**src/rtl/uart_pkg.sv**
```systemverilog
// Shared UART definitions: transmitter state encoding, default frame
// parameters and the parity helper used when a byte is latched.
package uart_pkg;

  typedef enum logic [2:0] {
    IDLE   = 3'd0,
    SYNC   = 3'd1,
    START  = 3'd2,
    DATA   = 3'd3,
    PARITY = 3'd4,
    STOP   = 3'd5
  } tx_state_t;

  localparam int DATA_BITS      = 8;
  localparam bit DEF_PARITY_EN  = 1'b0;
  localparam bit DEF_PARITY_ODD = 1'b0;
  localparam int DEF_STOP_BITS  = 1;

  // Parity bit for a byte: even parity makes the total count of ones even.
  function automatic logic byte_parity(input logic [7:0] b, input logic odd);
    return (^b) ^ odd;
  endfunction

endpackage

```
**src/rtl/uart_tx.sv**
```systemverilog
// UART transmitter: accepts one byte from a valid/ready source and shifts out
// start, 8 data bits LSB first, optional parity and 1 or 2 stop bits on baud_tick.
module uart_tx
  import uart_pkg::*;
#(
  parameter bit PARITY_EN  = DEF_PARITY_EN,
  parameter bit PARITY_ODD = DEF_PARITY_ODD,
  parameter int STOP_BITS  = DEF_STOP_BITS
) (
  input  logic       clk,
  input  logic       reset,
  input  logic       baud_tick,
  input  logic       tx_valid,
  input  logic [7:0] tx_data,
  output logic       tx_ready,
  output logic       tx_serial,
  output logic       tx_busy,
  output logic       tx_done
);

  localparam logic [0:0] STOP_LAST = (STOP_BITS == 2) ? 1'b1 : 1'b0;
  localparam logic [2:0] BIT_LAST  = 3'(DATA_BITS - 1);

  tx_state_t  state_reg, state_next;
  logic [7:0] shift_reg, shift_next;
  logic       parity_reg, parity_next;
  logic [2:0] bit_cnt_reg, bit_cnt_next;
  logic [0:0] stop_cnt_reg, stop_cnt_next;
  logic       serial_reg, serial_next;
  logic       done_reg, done_next;

  always_ff @(posedge clk) begin
    if (reset) begin
      state_reg    <= IDLE;
      shift_reg    <= '0;
      parity_reg   <= 1'b0;
      bit_cnt_reg  <= '0;
      stop_cnt_reg <= '0;
      serial_reg   <= 1'b1;
      done_reg     <= 1'b0;
    end else begin
      state_reg    <= state_next;
      shift_reg    <= shift_next;
      parity_reg   <= parity_next;
      bit_cnt_reg  <= bit_cnt_next;
      stop_cnt_reg <= stop_cnt_next;
      serial_reg   <= serial_next;
      done_reg     <= done_next;
    end
  end

  // The line value is computed for the state being entered, so the pin
  // only moves on the edge that consumes a baud_tick.
  always_comb begin
    state_next    = state_reg;
    shift_next    = shift_reg;
    parity_next   = parity_reg;
    bit_cnt_next  = bit_cnt_reg;
    stop_cnt_next = stop_cnt_reg;
    serial_next   = serial_reg;
    done_next     = 1'b0;

    case (state_reg)
      IDLE: begin
        serial_next = 1'b1;
        if (tx_valid) begin
          state_next  = SYNC;
          shift_next  = tx_data;
          parity_next = byte_parity(tx_data, PARITY_ODD);
        end
      end
      SYNC: begin
        if (baud_tick) begin
          state_next    = START;
          bit_cnt_next  = '0;
          stop_cnt_next = '0;
          serial_next   = 1'b0;
        end
      end
      START: begin
        if (baud_tick) begin
          state_next  = DATA;
          serial_next = shift_reg[0];
          shift_next  = shift_reg >> 1;
        end
      end
      DATA: begin
        if (baud_tick) begin
          if (bit_cnt_reg == BIT_LAST) begin
            if (PARITY_EN) begin
              state_next  = PARITY;
              serial_next = parity_reg;
            end else begin
              state_next  = STOP;
              serial_next = 1'b1;
            end
          end else begin
            bit_cnt_next = bit_cnt_reg + 3'd1;
            serial_next  = shift_reg[0];
            shift_next   = shift_reg >> 1;
          end
        end
      end
      PARITY: begin
        if (baud_tick) begin
          state_next  = STOP;
          serial_next = 1'b1;
        end
      end
      STOP: begin
        if (baud_tick) begin
          if (stop_cnt_reg == STOP_LAST) begin
            state_next = IDLE;
            done_next  = 1'b1;
          end else begin
            stop_cnt_next = stop_cnt_reg + 1'b1;
          end
        end
      end
      default: begin
        state_next  = IDLE;
        serial_next = 1'b1;
      end
    endcase
  end

  assign tx_ready  = (state_reg == IDLE);
  assign tx_busy   = (state_reg != IDLE);
  assign tx_serial = serial_reg;
  assign tx_done   = done_reg;

endmodule
```
**config.mk**
```make
export PLATFORM = sky130hd
export DESIGN_NAME = uart_tx
export DESIGN_NICKNAME = d
export VERILOG_FILES = /design/src/rtl/uart_pkg.sv /design/src/rtl/uart_tx.sv
export SDC_FILE = /design/constraint.sdc
export NUM_CORES = 1
export LEC_CHECK = 0
export CORE_MARGIN = 4
export CORE_UTILIZATION = 50
export DETAILED_ROUTE_END_ITERATION = 6
export PLACE_DENSITY_LB_ADDON = 0.15
export SLEW_MARGIN = 20
export SYNTH_ARGS = -nofsm -noshare
export SYNTH_HDL_FRONTEND = slang
export SYNTH_SLANG_ARGS = --single-unit
```
**constraint.sdc**
```tcl
create_clock -name clk -period 4.55 [get_ports clk]
set_input_delay 1.365 -clock clk [delete_from_list [all_inputs] [get_ports clk]]
set_output_delay 1.365 -clock clk [all_outputs]
set_load 0.01 [all_outputs]
```
-- Word-level counts from Yosys, hierarchy flattened
Index checks and enable logic that the tools add are counted.
- flip-flop bits (word level): 17
- input bits: 12
- output and inout bits: 4
- word-level logic and storage cells: 64
- add/sub/neg operators: 2
- eq/ne operators: 15
- mux-type cells: 28
- bitwise operators: 2
- reduce and logical (&&, ||, !) cells: 11
- operators by type and width (kind ; number):
    3-bit 2-to-1 mux ; 11
    8-bit 2-to-1 mux ; 4
    8-bit one-hot mux with 3 select lines ; 1
    2-bit != test, second input constant ; 9
    3-bit one-hot mux with 6 select lines ; 1
    5-bit AND reduction ; 2
    3-bit == test, second input constant ; 3
    1-bit 2-to-1 mux ; 8
    8-bit AND reduction ; 1
    3-bit by 2-bit == test with 1-bit output, second input constant ; 2
    3-bit one-hot mux with 2 select lines ; 1
    3-bit nonzero test ; 2
    1-bit one-hot mux with 5 select lines ; 1
    4-bit AND reduction ; 1
    2-bit nonzero test ; 2
    3-bit by 1-bit adder with 3-bit output, second input constant ; 1
    3-bit by 1-bit == test with 1-bit output, second input constant ; 1
    3-bit logical NOT ; 1
    3-bit AND reduction ; 1
    3-bit OR reduction ; 1
    1-bit inverter ; 2
    1-bit one-hot mux with 2 select lines ; 1
    1-bit adder, second input constant ; 1

-- Logic depth before layout (Yosys ltp)
- depth in word-level cells: 4
- mapped depth: 7
- depth with buffers taken out: 6

-- Least setup slack after synthesis
OpenSTA, ideal clock, no wires.
- path type: flip-flop to output port
- start point: reg state_reg[2]
- end point: out tx_ready
- arrival: 0.889 ns
- required time: 3.185 ns
- setup slack: 2.296 ns
- cell stages (with the launch flop): 6
- path buffers: 2
- path through: dfxtp_1 buf_4 inv_1 buf_4 nand2_1 inv_1
- cells in the longest elaborated chain, start to end: 1
- ends and longest elaborated chain (element ; RTL line ; RTL):
    start, declared ; uart_tx.sv:24 ; tx_state_t state_reg, state_next;
    start signal, assigned ; uart_tx.sv:42 ; state_reg <= state_next;
    3-bit logical NOT ; uart_tx.sv:127 ; assign tx_ready = (state_reg == IDLE);
    end, declared ; uart_tx.sv:15 ; output logic tx_ready,
No other way between the ends.

-- Final worst setup path
Same ends and word-level chain as after synthesis.

==> flow_metrics.env <==
export IMPL_clk_pin_slew_ps=90
export IMPL_critical_path_max_stage_delay_ps=570
export IMPL_power_per_cell_area_nw_per_um2=292
export IMPL_finalCoreUtilization=0.606
export IMPL_fp_dieArea_um2=2620
export IMPL_drt_total_wl_um=1650
export IMPL_finalMaxSlewViolations=0
export IMPL_place_inst=123
export IMPL_timing_hold_violations_final=0
export IMPL_synth_seq_area_share=0.344
export IMPL_cts_hold_repair_buffers=0
export IMPL_holdCritPathClass="register to register"
export IMPL_timing_critical_path_cells="inv_1, nand2_1, inv_1, clkdlybuf4s50_1"
export IMPL_synth_seq_cells=16
export IMPL_core_rowCount=15
export IMPL_final_min_period_over_clock_period=0.750
export IMPL_io_pins=16
export IMPL_timing_max_cap_violations=0
export IMPL_cts_tree="yes"
export IMPL_drt_iter0_drc=3
export IMPL_grt_usage=0.152
export IMPL_port_buffers=15
export IMPL_critPathMaxFanout=20
export IMPL_die_w_um=51.2
export IMPL_post_cts_gate_resize_count=0
export IMPL_synth_main_ff_cell="dfxtp_1"
export IMPL_slew_of_the_pin_with_the_lowest_slew_margin_ps=905
export IMPL_crit_slowest_cell="inv_1"
export IMPL_vias=704
export IMPL_most_prevalent_standard_cell_on_the_critical_path="inv_1"
export IMPL_cts_buffers_inserted=3
export IMPL_grt_remaining_overflow=0
export IMPL_critical_path_top_delay_family="buffers and inverters"
export IMPL_first_pass_grt_wire_length_um=2990
export IMPL_gp_congestion=0.712
export IMPL_share_of_the_synthesized_area_in_the_top_cell_type=0.344
export IMPL_synth_enable_flop_cells=0
export IMPL_first_global_vias=660
export IMPL_drt_pass1_iter_count=4
export IMPL_worst_hold_check_slack_ps=471
export IMPL_worstPathBufferInverterCount=3
export IMPL_worst_ep_required_time_ps=3180
export IMPL_timing_setup_tns_ps=0
export IMPL_highest_attainable_clock_frequency_ghz=0.293
export IMPL_latest_clock_arrival_within_the_worst_skew_pair_ps=280
export IMPL_stdcell_area_um2=1060
export IMPL_core_area_um2=1750
export IMPL_vias_per_cell=5.59
export IMPL_post_drt_wl_per_cell_um=13.1
export IMPL_ant_nets=0
export IMPL_ctsLongestPathBuffers=2
export IMPL_signal_arrival_time_at_the_worst_endpoint_ps=2050
export IMPL_cp_start_kind="register"
export IMPL_die_h_um=51.2
export IMPL_finClkSkew_ps=5.76
export IMPL_cts_num_sinks=16
export IMPL_maxSlewHeadroom=0.396
export IMPL_r2r_slack_ps=2540
export IMPL_ys_async_sr_fraction=0
export IMPL_postSynthCellCount=92
export IMPL_area_delta_synth_final_pct=13.7
export IMPL_antenna_diode_count=0
export IMPL_setup_viol=0
export IMPL_layout_cells_most_common="dfxtp_1"
export IMPL_ir_worst_vdd_mv=0.167
export IMPL_grt_setup_unrepaired="no"
export IMPL_floorplan_initialDensity=0.533
export IMPL_layout_min_cycle_time_ps=3410
export IMPL_post_synth_main_area_contributors="dfxtp_1 (34%), a311oi_2 (11%), mux2i_1 (8.6%)"
export IMPL_detailed_place_hpwl_um=1230
export IMPL_grt_max_degree=22
export IMPL_crit_path_end_kind="output port"
export IMPL_synth_area_leader_cell="dfxtp_1"
export IMPL_outcome="finished clean"
export IMPL_dpl_instance_area_um2=1040
export IMPL_drive_above_1_share=0.238
export IMPL_synthDistinctLibCells=29
export IMPL_ys_warnings=0
export IMPL_grt_antenna_before_repair=0
export IMPL_cts_setup_buffers=0
export IMPL_cts_root_buffer="clkbuf_4"
export IMPL_static_power_due_to_leakage_nw=0.375
export IMPL_avg_inst_size_synth_um2=10.1
export IMPL_synthesis_area_um2=931
export IMPL_synth_fp_nets=107
export IMPL_cts_htree_levels=1
export IMPL_largest_register_ff_count=8
export IMPL_route_detailed_drc=0
export IMPL_finalNetCount=118
export IMPL_final_instance_count_excl_fill=126
export IMPL_most_common_layout_cells="dfxtp_1 (16), clkdlybuf4s50_1 (15), a21oi_1 (11)"
export IMPL_critical_path_class="register to output port"
cells in the mapped netlist (2+ instances only):
master,instances
nand3_1,4
a311oi_2,7
inv_1,2
a2111oi_2,2
a21oi_1,11
a21oi_2,3
buf_4,3
mux2i_1,8
dfxtp_1,16
nor2_1,6
buf_6,4
nand2_1,6
ha_1,3
and3_2,2
logic make-up after synthesis:
| family | after synthesis | share of synthesized area |
|---|---|---|
| buf+inv | 11 | 0.0900 |
| flops | 16 | 0.344 |
| simple gates | 23 | 0.128 |
| mux | 8 | 0.0860 |
| fa+ha+maj | 3 | 0.0403 |
| compound gates | 31 | 0.312 |
area by class of cell:
class | instances | area, um2
flip-flops and latches | 16 | 320
repair buffers | 15 | 150
fillers | 167 | 687
clock buffers | 3 | 22.5
well taps | 25 | 31.3
inverters | 2 | 7.51
multi-input cells | 65 | 527
routing by layer:
metal / wire length [um] / GRT usage / vias to the layer above
met4: 17 / 0.0673 / 0
li1: - / - / 361
met3: 46 / 0.0350 / 2
met1: 769 / 0.185 / 333
met2: 818 / 0.253 / 8
met5: 0 / 0 / -
per-stage QoR:
| stage | worst slack, ps | power [mW] |
|---|---|---|
| floorplan | 2300 | 0.221 |
| global placement | 1470 | 0.238 |
| global route | 944 | 0.329 |
| detailed placement | 1430 | 0.240 |
| finish | 1140 | 0.309 |
| CTS | 1120 | 0.314 |
tightest hold or removal path: cells and delay by family, from the launching register on:
family,cells,cell delay [ps]
DFF,1,330
and+or+nand+nor,1,60
AOI/OAI and AO/OA,1,50
report_power, final:
part | switching [mW] | internal, mW
sequential | 0.0130 | 0.151
combinational | 0.0320 | 0.0399
clock | 0.0425 | 0.0306
final timing paths:
check,from,cells after the start,endpoint
max reg2reg,state_reg[1]$_SDFFE_PP0P_,3,shift_reg[3]$_SDFFE_PP0P_
max,state_reg[2]$_SDFFE_PP0P_,4,tx_ready
min reg2reg,bit_cnt_reg[1]$_SDFFE_PP0P_,2,bit_cnt_reg[1]$_SDFFE_PP0P_
min,bit_cnt_reg[1]$_SDFFE_PP0P_,2,bit_cnt_reg[1]$_SDFFE_PP0P_
No activity file was read; power rests on OpenSTA's default activity.
